<file path="src/rtl/adsr_envelope.sv">
`default_nettype none
// ============================================================================
//  Module   : adsr_envelope
//  Function : Gated ADSR envelope; scales an unsigned 8-bit oscillator sample
//             about midscale by the current envelope level.
//  Revision : 1.0
// ============================================================================
module adsr_envelope #(
    parameter int BASE_SPEED = 50000000,
    parameter int TICK_HZ    = 1000
) (
    input  logic       clk,
    input  logic       rst,
    input  logic       gate,
    input  logic [7:0] sample_in,
    input  logic [7:0] attack,
    input  logic [7:0] decay,
    input  logic [7:0] sustain,
    input  logic [7:0] release_rate,
    output logic [7:0] out,
    output logic [7:0] level,
    output logic [2:0] state,
    output logic       active
);

    localparam int            DIV     = BASE_SPEED / TICK_HZ;
    localparam int            PW      = (DIV > 1) ? $clog2(DIV) : 1;
    localparam logic [PW-1:0] PRE_MAX = PW'(DIV - 1);

    typedef enum logic [2:0] {
        ST_IDLE    = 3'd0,
        ST_ATTACK  = 3'd1,
        ST_DECAY   = 3'd2,
        ST_SUSTAIN = 3'd3,
        ST_RELEASE = 3'd4
    } state_t;

    state_t        state_q, state_d;
    logic [PW-1:0] pre_q, pre_d;
    logic [7:0]    cnt_q, cnt_d;
    logic [7:0]    level_q, level_d;
    logic [7:0]    out_q, out_d;
    logic          gate_q, gate_d;

    logic               tick;
    logic               rise;
    logic [7:0]         rate;
    logic               cnt_hit;
    logic signed [8:0]  samp_s;
    logic signed [17:0] prod;
    logic               unused_prod_bits;

    assign tick = (pre_q == PRE_MAX);
    assign rise = gate & ~gate_q;

    always_comb begin
        case (state_q)
            ST_ATTACK: rate = attack;
            ST_DECAY:  rate = decay;
            default:   rate = release_rate;
        endcase
    end
    assign cnt_hit = (cnt_q == rate);

    // Signed product of (sample - 128) and level; bits [15:8] are floor(p/256).
    assign samp_s           = $signed({1'b0, sample_in}) - 9'sd128;
    assign prod             = samp_s * $signed({1'b0, level_q});
    assign unused_prod_bits = ^{prod[17:16], prod[7:0]};

    always_comb begin
        pre_d   = tick ? '0 : pre_q + PW'(1);
        gate_d  = gate;
        out_d   = prod[15:8] + 8'd128;
        state_d = state_q;
        level_d = level_q;
        cnt_d   = cnt_q;

        if (rise) begin
            state_d = ST_ATTACK;
            cnt_d   = '0;
        end else if (!gate && (state_q == ST_ATTACK || state_q == ST_DECAY ||
                               state_q == ST_SUSTAIN)) begin
            state_d = ST_RELEASE;
            cnt_d   = '0;
        end else begin
            case (state_q)
                ST_IDLE: level_d = '0;
                ST_ATTACK: begin
                    if (tick) begin
                        if (level_q == 8'hFF) begin
                            state_d = ST_DECAY;
                            cnt_d   = '0;
                        end else if (cnt_hit) begin
                            level_d = level_q + 8'd1;
                            cnt_d   = '0;
                        end else begin
                            cnt_d = cnt_q + 8'd1;
                        end
                    end
                end
                ST_DECAY: begin
                    if (tick) begin
                        if (level_q <= sustain) begin
                            state_d = ST_SUSTAIN;
                            level_d = sustain;
                        end else if (cnt_hit) begin
                            level_d = level_q - 8'd1;
                            cnt_d   = '0;
                        end else begin
                            cnt_d = cnt_q + 8'd1;
                        end
                    end
                end
                ST_SUSTAIN: level_d = sustain;
                ST_RELEASE: begin
                    if (tick) begin
                        if (level_q == 8'd0) begin
                            state_d = ST_IDLE;
                        end else if (cnt_hit) begin
                            level_d = level_q - 8'd1;
                            cnt_d   = '0;
                        end else begin
                            cnt_d = cnt_q + 8'd1;
                        end
                    end
                end
                default: begin
                    state_d = ST_IDLE;
                    level_d = '0;
                end
            endcase
        end
    end

    always_ff @(posedge clk) begin
        if (rst) begin
            state_q <= ST_IDLE;
            pre_q   <= '0;
            cnt_q   <= '0;
            level_q <= '0;
            out_q   <= 8'd128;
            gate_q  <= 1'b0;
        end else begin
            state_q <= state_d;
            pre_q   <= pre_d;
            cnt_q   <= cnt_d;
            level_q <= level_d;
            out_q   <= out_d;
            gate_q  <= gate_d;
        end
    end

    assign out    = out_q;
    assign level  = level_q;
    assign state  = state_q;
    assign active = (state_q != ST_IDLE);

endmodule
`default_nettype wire

</file>
<file path="config.mk">
export PLATFORM = sky130hd
export DESIGN_NAME = adsr_envelope
export DESIGN_NICKNAME = d
export VERILOG_FILES = /design/src/rtl/adsr_envelope.sv
export SDC_FILE = /design/constraint.sdc
export NUM_CORES = 1
export LEC_CHECK = 0
export BUFFER_PORTS_ARGS = -buffer_cell sky130_fd_sc_hd__buf_2
export CAP_MARGIN = 30
export CORE_MARGIN = 4
export CORE_UTILIZATION = 35
export DETAILED_ROUTE_END_ITERATION = 7
export GPL_TIMING_DRIVEN = 0
export HOLD_SLACK_MARGIN = 0.05
export PLACE_DENSITY_LB_ADDON = 0.3
export SETUP_SLACK_MARGIN = 0.15
export SYNTH_ARGS = -nofsm -noshare
export SYNTH_HDL_FRONTEND = slang
export SYNTH_SLANG_ARGS = --single-unit
</file>
<file path="constraint.sdc">
create_clock -name clk -period 7.1 [get_ports clk]
set_input_delay 0 -clock clk [delete_from_list [all_inputs] [get_ports clk]]
set_output_delay 0 -clock clk [all_outputs]
set_load 0.01 [all_outputs]
</file>
# [Yosys cells after proc, flatten, opt, wreduce, memory -nomap -nowiden]
# Cells that the tools add are included.
# Widths: inputs -> output; s select.
[totals] ff_bits=44 latchBits=0 ramBits=0 mem_bits_ro=0 inputBits=43 out_inout_bits=20 elab_cells=96 n_memories=0
[op_classes] add_sub_neg=6 n_mul=1 div_mod_pow=0 order_cmp=1 n_eq_ne=31 n_shift=0 muxes=27 bitwise=5 reduce_logical=17
[ops] cell="$mux 8" count=15
[ops] cell="$pmux 8 s4" count=1
[ops] cell="$pmux 8 s3" count=1
[ops] cell="$mux 3" count=7
[ops] cell="$reduce_and 7->1" count=3
[ops] cell="$add 16x1->16 const B" count=1
[ops] cell="$add 8x1->8 const B" count=2
[ops] cell="$eq 16x16->1 const B" count=1
[ops] cell="$mul 9x9->16" count=1
[ops] cell="$ne 2x2->1 const B" count=8
[ops] cell="$pmux 8 s2" count=1
[ops] cell="$pmux 3 s4" count=1
[ops] cell="$ne 3x1->1 const B" count=3
[ops] cell="$sub 8x8->9 const B" count=1
[ops] cell="$add 8x8->8 const B" count=1
[ops] cell="$eq 8x8->1" count=1
[ops] cell="$eq 8x8->1 const B" count=1
[ops] cell="$le 8x8->1" count=1
[ops] cell="$logic_not 8->1" count=1
[ops] cell="$ne 4x2->1 const B" count=2
[ops] cell="$ne 4x3->1 const B" count=2
[ops] cell="$ne 4x4->1 const B" count=2
[ops] cell="$reduce_and 8->1" count=1
[ops] cell="$sub 8x1->8 const B" count=1
[ops] cell="17 further kinds" count=29

# [Longest topological paths before layout]
# Gate-level depths: netlist (run 1).
[logic_depth] word_depth=7 mapped_depth=19 depth_no_buf=18

# [Worst setup path before layout (run 1)]
# No wires, ideal clock.
[synth_timing] path_kind="reg-to-reg" start="reg level_q[2] (netlist: level[2])" end="reg out_q[7] (netlist: out[7])" setup_ns=0.117 t_arrival_ns=4.437 slack_ns=2.546 path_stages_with_launch=18 path_buffers=2 period_less_slack_ns=4.554 cell_sequence="dfxtp_1 clkbuf_1 clkbuf_1 nand2b_1 fa_1 inv_1 fa_1 fa_1 inv_1 fa_1 inv_1 ha_1 and3_1 a31oi_1 a21oi_1 a21oi_1 xnor2_1 nand2b_1"
[synth_between] elab_chain_len=2
[synth_lines] element="start: declaration" line_no="41" rtl="logic [7:0] level_q, level_d;"
[synth_lines] element="start signal: assignment" line_no="147" rtl="level_q <= level_d;"
[synth_lines] element="$mul 9x9->16" line_no="67" rtl="assign prod = samp_s * $signed({1'b0, level_q});"
[synth_lines] element="$add 8x8->8" line_no="73" rtl="out_d = prod[15:8] + 8'd128;"
[synth_lines] element="end signal: assignment" line_no="148" rtl="out_q <= out_d;"
[synth_lines] element="end: declaration" line_no="42" rtl="logic [7:0] out_q, out_d;"
# No other way between the ends.
# A chain may end at the register's enable or synchronous reset.

# [Final worst setup path (run 1)]
# Same ends and word-level chain as after synthesis.

==> summary.md, run 1 <==
| Metric | Value |
|---|---|
| CP Capture Type | flop |
| CTS sink cnt | 44 |
| DRC viols | 0 |
| Synth Instances | 682 |
| TritonCTS buffer count | 5 |
| Core Util, Final | 0.412 |
| RSZ-0062 raised after global routing | no |
| Die area | around 18000 um2 |
| Final GP Congestion | slightly below 0.9 |
| Crit path time final | 5.34 ns |
| Placed Area | 6180 um2 |
| Final Non-Filler Cells | 964 |
| Clock Skew | roughly 0.012 ns |
| DR vias | 4919 |
| Routed len/inst | 15.0 um |
| Final ANT Viol Nets | 0 |
| IO Pins | 63 |
| Post-DP HPWL | 11.4 mm |
| Final Setup Violations | 0 |
| Fin crit share | 0.753 |
| TritonCTS clock tree | yes |
| Tot GR Track Use | 0.162 |
| Drt first pass iters | 4 |
| CP Class | flop to flop |
| Sequential fraction of the synthesis area | 0.157 |
| Longest Clk Path Bufs | 2 |
| Total wire length | 14.5 mm |
| Leakage power | 3.00 nW |
| Core area | 15400 um2 |
| FP Rows | 45 |
| HP Class | input port to flop |
| Fin nets | between 800 and 900 |
| Max Slew Vio Count | 0 |
| Clock Latency Late Sink | 0.30 ns |
| Critical path launch point type | flop |
| Reg clk slew, reported paths | approximately 0.070 ns |
| Most common library cell in the layout ignoring fill and taps | inv_1 |
| Pre-CTS setup slack | 1.73 ns |
| Post_cts resized | 0 |
| Area Growth Syn to Fin | 13.5% |
| Ys flop type | dfxtp_1 |
| TNS Setup | 0 ns |
| Largest net degree at the start of global routing | 16 |
| Global-route wire length before repair | 24.2 mm |
| Status | finished, final reports clean |
| Peak VDD IR | 0.0884 mV |
| CP arrival | 5.52 ns |
| Avg Inst Size Synth | 8.21 um2 |
| Post-synth EDFFs | 0 |
| Vias in the first global route | ~4.8k |
| Dominant cells by area after synthesis | fa_1, dfxtp_1, ha_1 |
| Initial antenna violation count | 0 |
| Seq cells post-synth | between 40 and 50 |
| Fmax | about 0.19 GHz |
| PortBufs | 62 |
| Ys async rst share | 0 |
| Mapped Nets | 817 |
| # fillers | 1622 |
| Critical Path RT | 7.28 ns |
| Synth Cell Area | roughly 5600 um2 |
| Synth unique cells | 66 |
| Placed Instances | 955 |
| Critical Path Fanout Max | 10 |
| Final WS setup | 1.76 ns |
| Top cell type's share of synthesized area | 0.179 |
| Chip height | 135 um |
| Iter 0 DRT Violations | about 280 |
| Yosys warning count | 0 |
| Max-cap viol count | 0 |
| Overflow after GRT | 0 |
| Hold Fails Final Rpt | 0 |
| Chip width | 135 um |
| PD cells | a little under 100 nW/um2 |
| Antenna diode count | 0 |
| Initial Utilization | 0.363 |
| CTS root buf | clkbuf_16 |
| Largest area contributor in the netlist | fa_1 |
| Max-Slew Margin vs Limit | 0.520 |
| Design Area, Final | 6360 um2 |
| Vias/cell | 5.10 |
| Layout cell share with drive strength beyond 1 | 0.129 |
| Worst slew pin tran | 0.715 ns |
| H-tree lvl count | 2 |
| Most frequent cells in the layout | inv_1, buf_2, fa_1 |
==> critical path, stage by stage, from the launching register on <==
cell and delay [ns]:
dfxtp_1 0.37, clkbuf_1 0.28, clkbuf_1 0.44, nand2_1 0.15
fa_1 0.55, inv_1 0.05, fa_1 0.45, ha_1 0.29
inv_1 0.05, fa_1 0.53, inv_1 0.04, ha_1 0.27
nand2_1 0.05, o41a_1 0.40, o21ai_0 0.43, a31oi_1 0.28
a21oi_1 0.26, a21oi_1 0.11, xnor2_1 0.14, nand2b_1 0.08
==> flip-flops by register name, indices dropped and copies added, names as in the netlist <==
register  flops
cnt_q         8
gate_q        1
level         8
out           8
pre_q        16
state         3
==> cells by family (layout without fill, tap and decap cells) <==
family / after synthesis / count (layout) / share of synthesized area
xor+xnor: 46 / 46 / 0.0719
fa+ha+maj: 92 / 92 / 0.273
buf+inv: 128 / 199 / 0.0909
simple gates: 249 / 249 / 0.239
flops: 44 / 44 / 0.157
compound gates: 116 / 116 / 0.156
mux: 7 / 7 / 0.0125
==> power breakdown <==
part / switching (mW) / internal (mW) / total (mW)
registers: 0.00205 / 0.249 / 0.251
clock network: 0.116 / 0.168 / 0.284
logic: 0.0466 / 0.0295 / 0.0761
total: 0.165 / 0.446 / 0.611
==> timing repair <==
action,CTS,global route
buffers inserted,0,0
hold endpoints to repair,1,0
hold buffers,1,0
==> synthesized netlist by cell type (all sizes together) (5+ instances only) <==
cell type / number
inv: 101
fa: 50
nand2: 47
nor2: 47
dfxtp: 44
ha: 42
and2: 38
xnor2: 28
o21ai: 23
a21oi: 20
nand3: 18
xor2: 18
clkbuf: 17
nor3: 15
and3: 14
nand4: 13
nand2b: 12
buf: 10
a221o: 9
or2: 9
nor2b: 8
mux2i: 7
nor4: 6
o211ai: 6
o21bai: 6
nand3b: 5
==> stage by stage <==
step,hold WS (ns),total power [mW]
6_report,0.0542,0.611
3_5_place_dp,0.323,0.332
5_1_grt,0.0883,0.633
3_3_place_gp,0.311,0.331
2_1_floorplan,0.128,0.298
4_1_cts,0.0544,0.619
==> path summary, 6_finish.rpt <==
| check | from | to | slack (ns) | cells past startpoint |
|---|---|---|---|---|
| worst max-delay path | level[2]$_SDFFE_PP0P_ | out[7]$_SDFF_PP1_ | 1.76 | 19 |
| worst min-delay path | sustain[0] | level[0]$_SDFFE_PP0P_ | 0.05 | 3 |
| worst max register to register | level[2]$_SDFFE_PP0P_ | out[7]$_SDFF_PP1_ | 1.76 | 19 |
| worst min register to register | pre_q[0]$_SDFF_PP0_ | pre_q[0]$_SDFF_PP0_ | 0.45 | 1 |
==> cell type report <==
| class | count | area (um2) | area share |
|---|---|---|---|
| clock buffers | 5 | 125 | 0.0197 |
| inverters | 101 | 379 | 0.0596 |
| well taps | 211 | 264 | 0.0415 |
| clock inverters | 3 | 46.3 | 0.00728 |
| plain buffers | 27 | 130 | 0.0205 |
| flip-flops and latches | 44 | 881 | 0.139 |
| multi-input cells | 510 | 4210 | 0.662 |
| repair buffers | 63 | 320 | 0.0504 |
==> per-layer routing <==
metal  up-vias  wire, um  global-route usage
li1       2456         -                   -
met1      2341      7200               0.237
met2       105      6500               0.256
met3        17       542              0.0209
met4         0       230              0.0407
met5         -         0                   0
(Power assumes the default switching activity.)
==> inputs of run 2 (changes only) <==
- clock period: 7.1 -> 5.45 ns (I/O delays scaled with it)
==> run 2 against run 1 <==
Net effect:
- critical path depth is the same
- global-route usage stayed put
- setup slack lost 1.2 ns
- wire length about the same
- utilization increased by 0.073 points
- final cell count stayed put
- combinational power grew 30%
==> summary.md, run 2 (synthesized netlist as in run 1, its figures left out) <==
| Metric | Value |
|---|---|
| Status | finished, final reports clean |
| Initial Utilization | 0.363 (unchanged) |
| Vias in the first global route | 4777 (unchanged) |
| Post-CTS Setup Inserts | 0 (unchanged) |
| Hold Fails Final Rpt | 0 (unchanged) |
| CP arrival | 5.07 ns (-0.45 ns) |
| Pre-CTS setup slack | 0.0773 ns (-1.65 ns) |
| R2r setup slk | 0.55 ns (-1.20 ns) |
| Post-DP HPWL | 11.4 mm (unchanged) |
| Crit path buf inv count | 5 (unchanged) |
| Layout cell share with drive strength beyond 1 | 0.135 (+0.00664) |
| Clock Latency Late Sink | 0.30 ns (about the same) |
| Final Non-Filler Cells | 964 (unchanged) |
| DRC viols | 0 (unchanged) |
| Drt first pass iters | 5 (+1) |
| Leakage power | 3.02 nW (+0.46%) |
| Placed Instances | 955 (unchanged) |
| Fin nets | 887 (unchanged) |
| Final Setup Violations | 0 (unchanged) |
| Longest Clk Path Bufs | 2 (unchanged) |
| Worst slew pin tran | 0.728 ns (+0.0136 ns) |
| Cells along the critical path | clkbuf_2 > clkbuf_2 > nand2_1 > fa_1 > inv_1 > fa_1 > ha_1 > inv_1 > fa_1 > inv_1 > ha_1 > nand2_1 > o41a_1 > o21ai_1 > a31oi_2 > a21oi_1 > a21oi_1 > xnor2_1 > nand2b_1 |
| IO Pins | 63 (unchanged) |
| H-tree lvl count | 2 (unchanged) |
| Slowest stage delay, CP | 0.54 ns (about the same) |
| Global-route wire length before repair | 24.2 mm (unchanged) |
| Core area | 15400 um2 (unchanged) |
| Fmax | 0.204 GHz (+9.2%) |
| Most frequent cells in the layout | inv_1, buf_2, fa_1 |
| Chip height | 135 um (unchanged) |
| RSZ-0062 raised after global routing | no |
| Number of flip-flops under the largest register name | 16 (unchanged) |
| Most common library cell in the layout ignoring fill and taps | inv_1 |
| Max Slew Vio Count | 0 (unchanged) |
| Critical Path RT | 5.63 ns (-1.65 ns) |
| Design Area, Final | 6370 um2 (+0.18%) |
| PortBufs | 62 (unchanged) |
| Placed Area | 6180 um2 (unchanged) |
| TritonCTS buffer count | 5 (unchanged) |
| Initial antenna violation count | 0 (unchanged) |
| WHS | 0.0587 ns (+0.00445 ns) |
| Peak VDD IR | 0.115 mV (+31%) |
| Critical Path Fanout Max | 10 (unchanged) |
| HP Class | input port to flop |
| Chip width | 135 um (unchanged) |
| Overflow after GRT | 0 (unchanged) |
| CP Class | flop to flop |
| TNS Setup | 0 ns (unchanged) |
| Final ANT Viol Nets | 0 (unchanged) |
| Max-Slew Margin vs Limit | 0.511 (-0.00910) |
| Pwr Total | 0.796 mW (+30%) |
| Total wire length | 14.5 mm (about the same) |
| Tot GR Track Use | 0.162 (unchanged) |
| CTS sink cnt | 44 (unchanged) |
| Max-cap viol count | 0 (unchanged) |
| FP Rows | 45 (unchanged) |
| DR vias | 4894 (-0.51%) |
| TritonCTS clock tree | yes |
| Final WS setup | 0.555 ns (-1.20 ns) |
| Iter 0 DRT Violations | 321 (+13%) |
| Critical path launch point type | flop |
| Reg clk slew, reported paths | 0.07 ns (about the same) |
| CTS root buf | clkbuf_16 |
| Die area | 18100 um2 (unchanged) |
| Vias/cell | 5.08 (-0.51%) |
| Crit path time final | 4.90 ns (-0.449 ns) |
| Biggest register | pre_q |
| Clock Skew | 0.0119 ns (+0.000200 ns) |
| Core Util, Final | 0.413 (+0.000730) |
| Slowest cell on crit path | fa_1 |
| Final GP Congestion | 0.865 (unchanged) |
| CP delay by family, top | adder cells |
| Routed len/inst | 15.0 um (about the same) |
| CP Capture Type | flop |
| Fin crit share | 0.898 (+0.146) |
| Largest net degree at the start of global routing | 16 (unchanged) |
| PD cells | 125 nW/um2 (+30%) |
| Area Growth Syn to Fin | 13.7% |
| Antenna diode count | 0 (unchanged) |
## run 2: cell counts in the layout (fill, tap and decap cells not counted)
Identical to the previous run, type by type.
## run 2: routing by layer
| layer | global-route usage | wire length, um | up-vias |
|---|---|---|---|
| met1 | 0.237 | 7210 | 2320 |
| met5 | 0 | 0 | - |
| met4 | 0.0407 | 223 | 0 |
| li1 | - | - | 2461 |
| met3 | 0.0209 | 528 | 16 |
| met2 | 0.256 | 6500 | 97 |
## run 2: report_power, final
group	internal, mW	switching [mW]	total (mW)
Clock	0.219	0.152	0.370
Sequential	0.324	0.00262	0.327
Combinational	0.0384	0.0605	0.0989
## run 2: worst paths after layout
kind / cells past startpoint / startpoint / to
setup / recovery: 19 / level[2]$_SDFFE_PP0P_ / out[7]$_SDFF_PP1_
hold / removal: 3 / sustain[0] / level[0]$_SDFFE_PP0P_
setup reg to reg: 19 / level[2]$_SDFFE_PP0P_ / out[7]$_SDFF_PP1_
hold reg to reg: 1 / pre_q[0]$_SDFF_PP0_ / pre_q[0]$_SDFF_PP0_
## run 2: tightest hold or removal path, stage by stage
cell	delay, ns
buf_2	0.10
o211ai_1	0.08
o211ai_1	0.13
## run 2: area by class of cell
| cell class | instances | area, um2 |
|---|---|---|
| fillers | 1628 | 9060 |
| inverters | 101 | 379 |
| repair buffers | 63 | 320 |
| well taps | 211 | 264 |
| clock buffers | 5 | 125 |
| flip-flops and latches | 44 | 881 |
| plain buffers | 27 | 135 |
| multi-input cells | 510 | 4220 |
| clock inverters | 3 | 46.3 |
## run 2: timing repair
action / CTS / global route
resized for setup: 1 / 8
endpoints found under the hold margin: 1 / 0
setup endpoints to repair: 1 / 5
hold buffers: 1 / 0
==> inputs of run 3 (changes only) <==
--- a/config.mk
+++ b/config.mk
@@ -10,3 +10,3 @@
 export CORE_MARGIN = 4
-export CORE_UTILIZATION = 35
+export CORE_UTILIZATION = 57
 export DETAILED_ROUTE_END_ITERATION = 7
==> constraint.sdc (replaced) <==
create_clock -name clk -period 5.45 [get_ports clk]
set_input_delay 0.8175 -clock clk [delete_from_list [all_inputs] [get_ports clk]]
set_output_delay 0.8175 -clock clk [all_outputs]
set_load 0.01 [all_outputs]
==> run 3 against run 2 <==
Net effect:
- global-route usage rose by 8.5 points
- first-iteration DRC count fell by 13%
- sequential power barely moved
- wire length is 4.6% lower
- clock skew shrank 0.0023 ns
- non-clock buffer count fell by 1
- final cell count is 8.6% lower
==> summary.md, run 3 (synthesized netlist as in run 1, its figures left out) <==
| Metric | Value |
|---|---|
| Longest Clk Path Bufs | 2 (unchanged) |
| Chip height | 107 um (-20%) |
| Tot GR Track Use | 0.247 (+0.0849) |
| TNS Setup | 0 ns (unchanged) |
| Routed len/inst | 15.7 um (+4.4%) |
| Min-delay src | pre_q[0]$_SDFF_PP0_ |
| Max-cap viol count | 0 (unchanged) |
| DRC viols | 0 (unchanged) |
| Status | finished, final reports clean |
| Post-CTS Setup Inserts | 0 (unchanged) |
| Pre-CTS setup slack | 0.0215 ns (-0.0558 ns) |
| TritonCTS clock tree | yes |
| Fin crit share | 0.895 (-0.00363) |
| H-tree lvl count | 2 (unchanged) |
| CP Capture Type | flop |
| Vias in the first global route | 5044 (+5.6%) |
| Final Non-Filler Cells | 881 (-8.6%) |
| TritonCTS buffer count | 5 (unchanged) |
| IO Pins | 63 (unchanged) |
| Clock Latency Late Sink | 0.31 ns (about the same) |
| CP arrival | 5.08 ns (about the same) |
| Post-DP HPWL | 11.0 mm (-3.2%) |
| Multi-input combinational cell area | 4220 um2 (about the same) |
| Area Growth Syn to Fin | 10.7% |
| Layout cell share with drive strength beyond 1 | 0.136 (+0.000180) |
| Vias/cell | 5.82 (+15%) |
| Fin nets | 886 (-0.11%) |
| Overflow after GRT | 0 (unchanged) |
| Leakage power | 2.99 nW (-0.81%) |
| Clock Skew | 0.00961 ns (-0.00233 ns) |
| Reg clk slew, reported paths | 0.09 ns (+0.02 ns) |
| Crit path launch | level[2]$_SDFFE_PP0P_ |
| CTS sink cnt | 44 (unchanged) |
| PD cells | 110 nW/um2 (-12%) |
| Global-route wire length before repair | 23.5 mm (-2.6%) |
| Core area | 9420 um2 (-39%) |
| Final WS setup | 0.575 ns (+0.0198 ns) |
| FP Rows | 35 (-22%) |
| Chip width | 107 um (-20%) |
| Placed Instances | 873 (-8.6%) |
| Iter 0 DRT Violations | 279 (-13%) |
| Die area | 11500 um2 (-37%) |
| Most common library cell in the layout ignoring fill and taps | inv_1 |
| Worst slew pin tran | 0.673 ns (-0.0552 ns) |
| CTS Hold Bufs | 0 (-1) |
| Critical Path Fanout Max | 10 (unchanged) |
| Total wire length | 13.8 mm (-4.6%) |
| Core Util, Final | 0.658 (+0.246) |
| Worst reg2reg startpoint | level[2]$_SDFFE_PP0P_ |
| Critical Path RT | 5.66 ns (+0.03 ns) |
| Max-Slew Margin vs Limit | 0.550 (+0.0392) |
| Largest net degree at the start of global routing | 16 (unchanged) |
| RSZ-0062 raised after global routing | no |
| Antenna diode count | 0 (unchanged) |
| CP Class | flop to flop |
| # fillers | 816 (-50%) |
| CTS root buf | clkbuf_8 |
| HP Class | flop to flop |
| Design Area, Final | 6200 um2 (-2.7%) |
| Most frequent cells in the layout | inv_1, buf_2, fa_1 |
| Final ANT Viol Nets | 0 (unchanged) |
| Final Setup Violations | 0 (unchanged) |
| Placed Area | 6070 um2 (-1.7%) |
| Fmax | 0.205 GHz (+0.41%) |
| Drt first pass iters | 4 (-1) |
| Max Slew Vio Count | 0 (unchanged) |
| Peak VDD IR | 0.149 mV (+29%) |
| DR vias | 5128 (+4.8%) |
| PortBufs | 62 (unchanged) |
| Critical path launch point type | flop |
| Biggest register | pre_q |
| Initial Utilization | 0.595 (+0.232) |
| FF+latch area | 881 um2 (unchanged) |
| Initial antenna violation count | 0 (unchanged) |
| Final GP Congestion | 0.937 (+8.3%) |
| Hold Fails Final Rpt | 0 (unchanged) |
| Crit path time final | 4.88 ns (-0.0198 ns) |
| Number of flip-flops under the largest register name | 16 (unchanged) |
run 3: critical path: stages (launching register included):
cell and delay, ns:
dfxtp_1 0.38, clkbuf_2 0.21, clkbuf_2 0.28, nand2_1 0.12
fa_1 0.54, inv_1 0.05, fa_1 0.46, ha_1 0.32
inv_1 0.07, fa_1 0.53, inv_1 0.04, ha_1 0.26
nand2_1 0.05, o41a_1 0.42, o21ai_2 0.25, a31oi_1 0.18
a21oi_1 0.27, a21oi_1 0.13, xnor2_1 0.14, nand2b_1 0.06
run 3: stage by stage:
step | total power [mW] | hold WS (ns)
finish | 0.685 | 0.454
global route | 0.710 | 0.479
CTS | 0.684 | 0.456
detailed placement | 0.429 | 0.439
global placement | 0.427 | 0.430
floorplan | 0.388 | 0.418
run 3: final timing paths:
kind | end | cells after the start | slack, ns
max | out[7]$_SDFF_PP1_ | 19 | 0.57
min | pre_q[0]$_SDFF_PP0_ | 1 | 0.45
max reg2reg | out[7]$_SDFF_PP1_ | 19 | 0.57
min reg2reg | pre_q[0]$_SDFF_PP0_ | 1 | 0.45
run 3: what timing repair did:
action                     CTS  global route
hold endpoints to repair     0             0
resized for setup            1             8
setup endpoints to repair    2             6
run 3: layer usage:
metal,share of wire,routed length (um),global-route usage,up-vias
met5,0,0,0,-
met4,0.015,211,0.0484,0
met3,0.077,1070,0.0367,24
met2,0.49,6720,0.421,201
met1,0.42,5790,0.335,2439
li1,-,-,-,2464
run 3: layout make-up:
type | count | share of cell area
Sequential cell | 44 | 0.142
Clock buffer | 5 | 0.0111
Buffer | 27 | 0.0218
Clock inverter | 3 | 0.00767
Timing Repair Buffer | 62 | 0.0501
Multi-Input combinational cell | 510 | 0.680
Inverter | 101 | 0.0612
Tap cell | 129 | 0.0260
run 3: where the power goes:
part	total, mW	internal (mW)	switching [mW]
sequential	0.327	0.324	0.00275
combinational	0.0977	0.0380	0.0597
clock	0.260	0.138	0.122
total	0.685	0.500	0.184
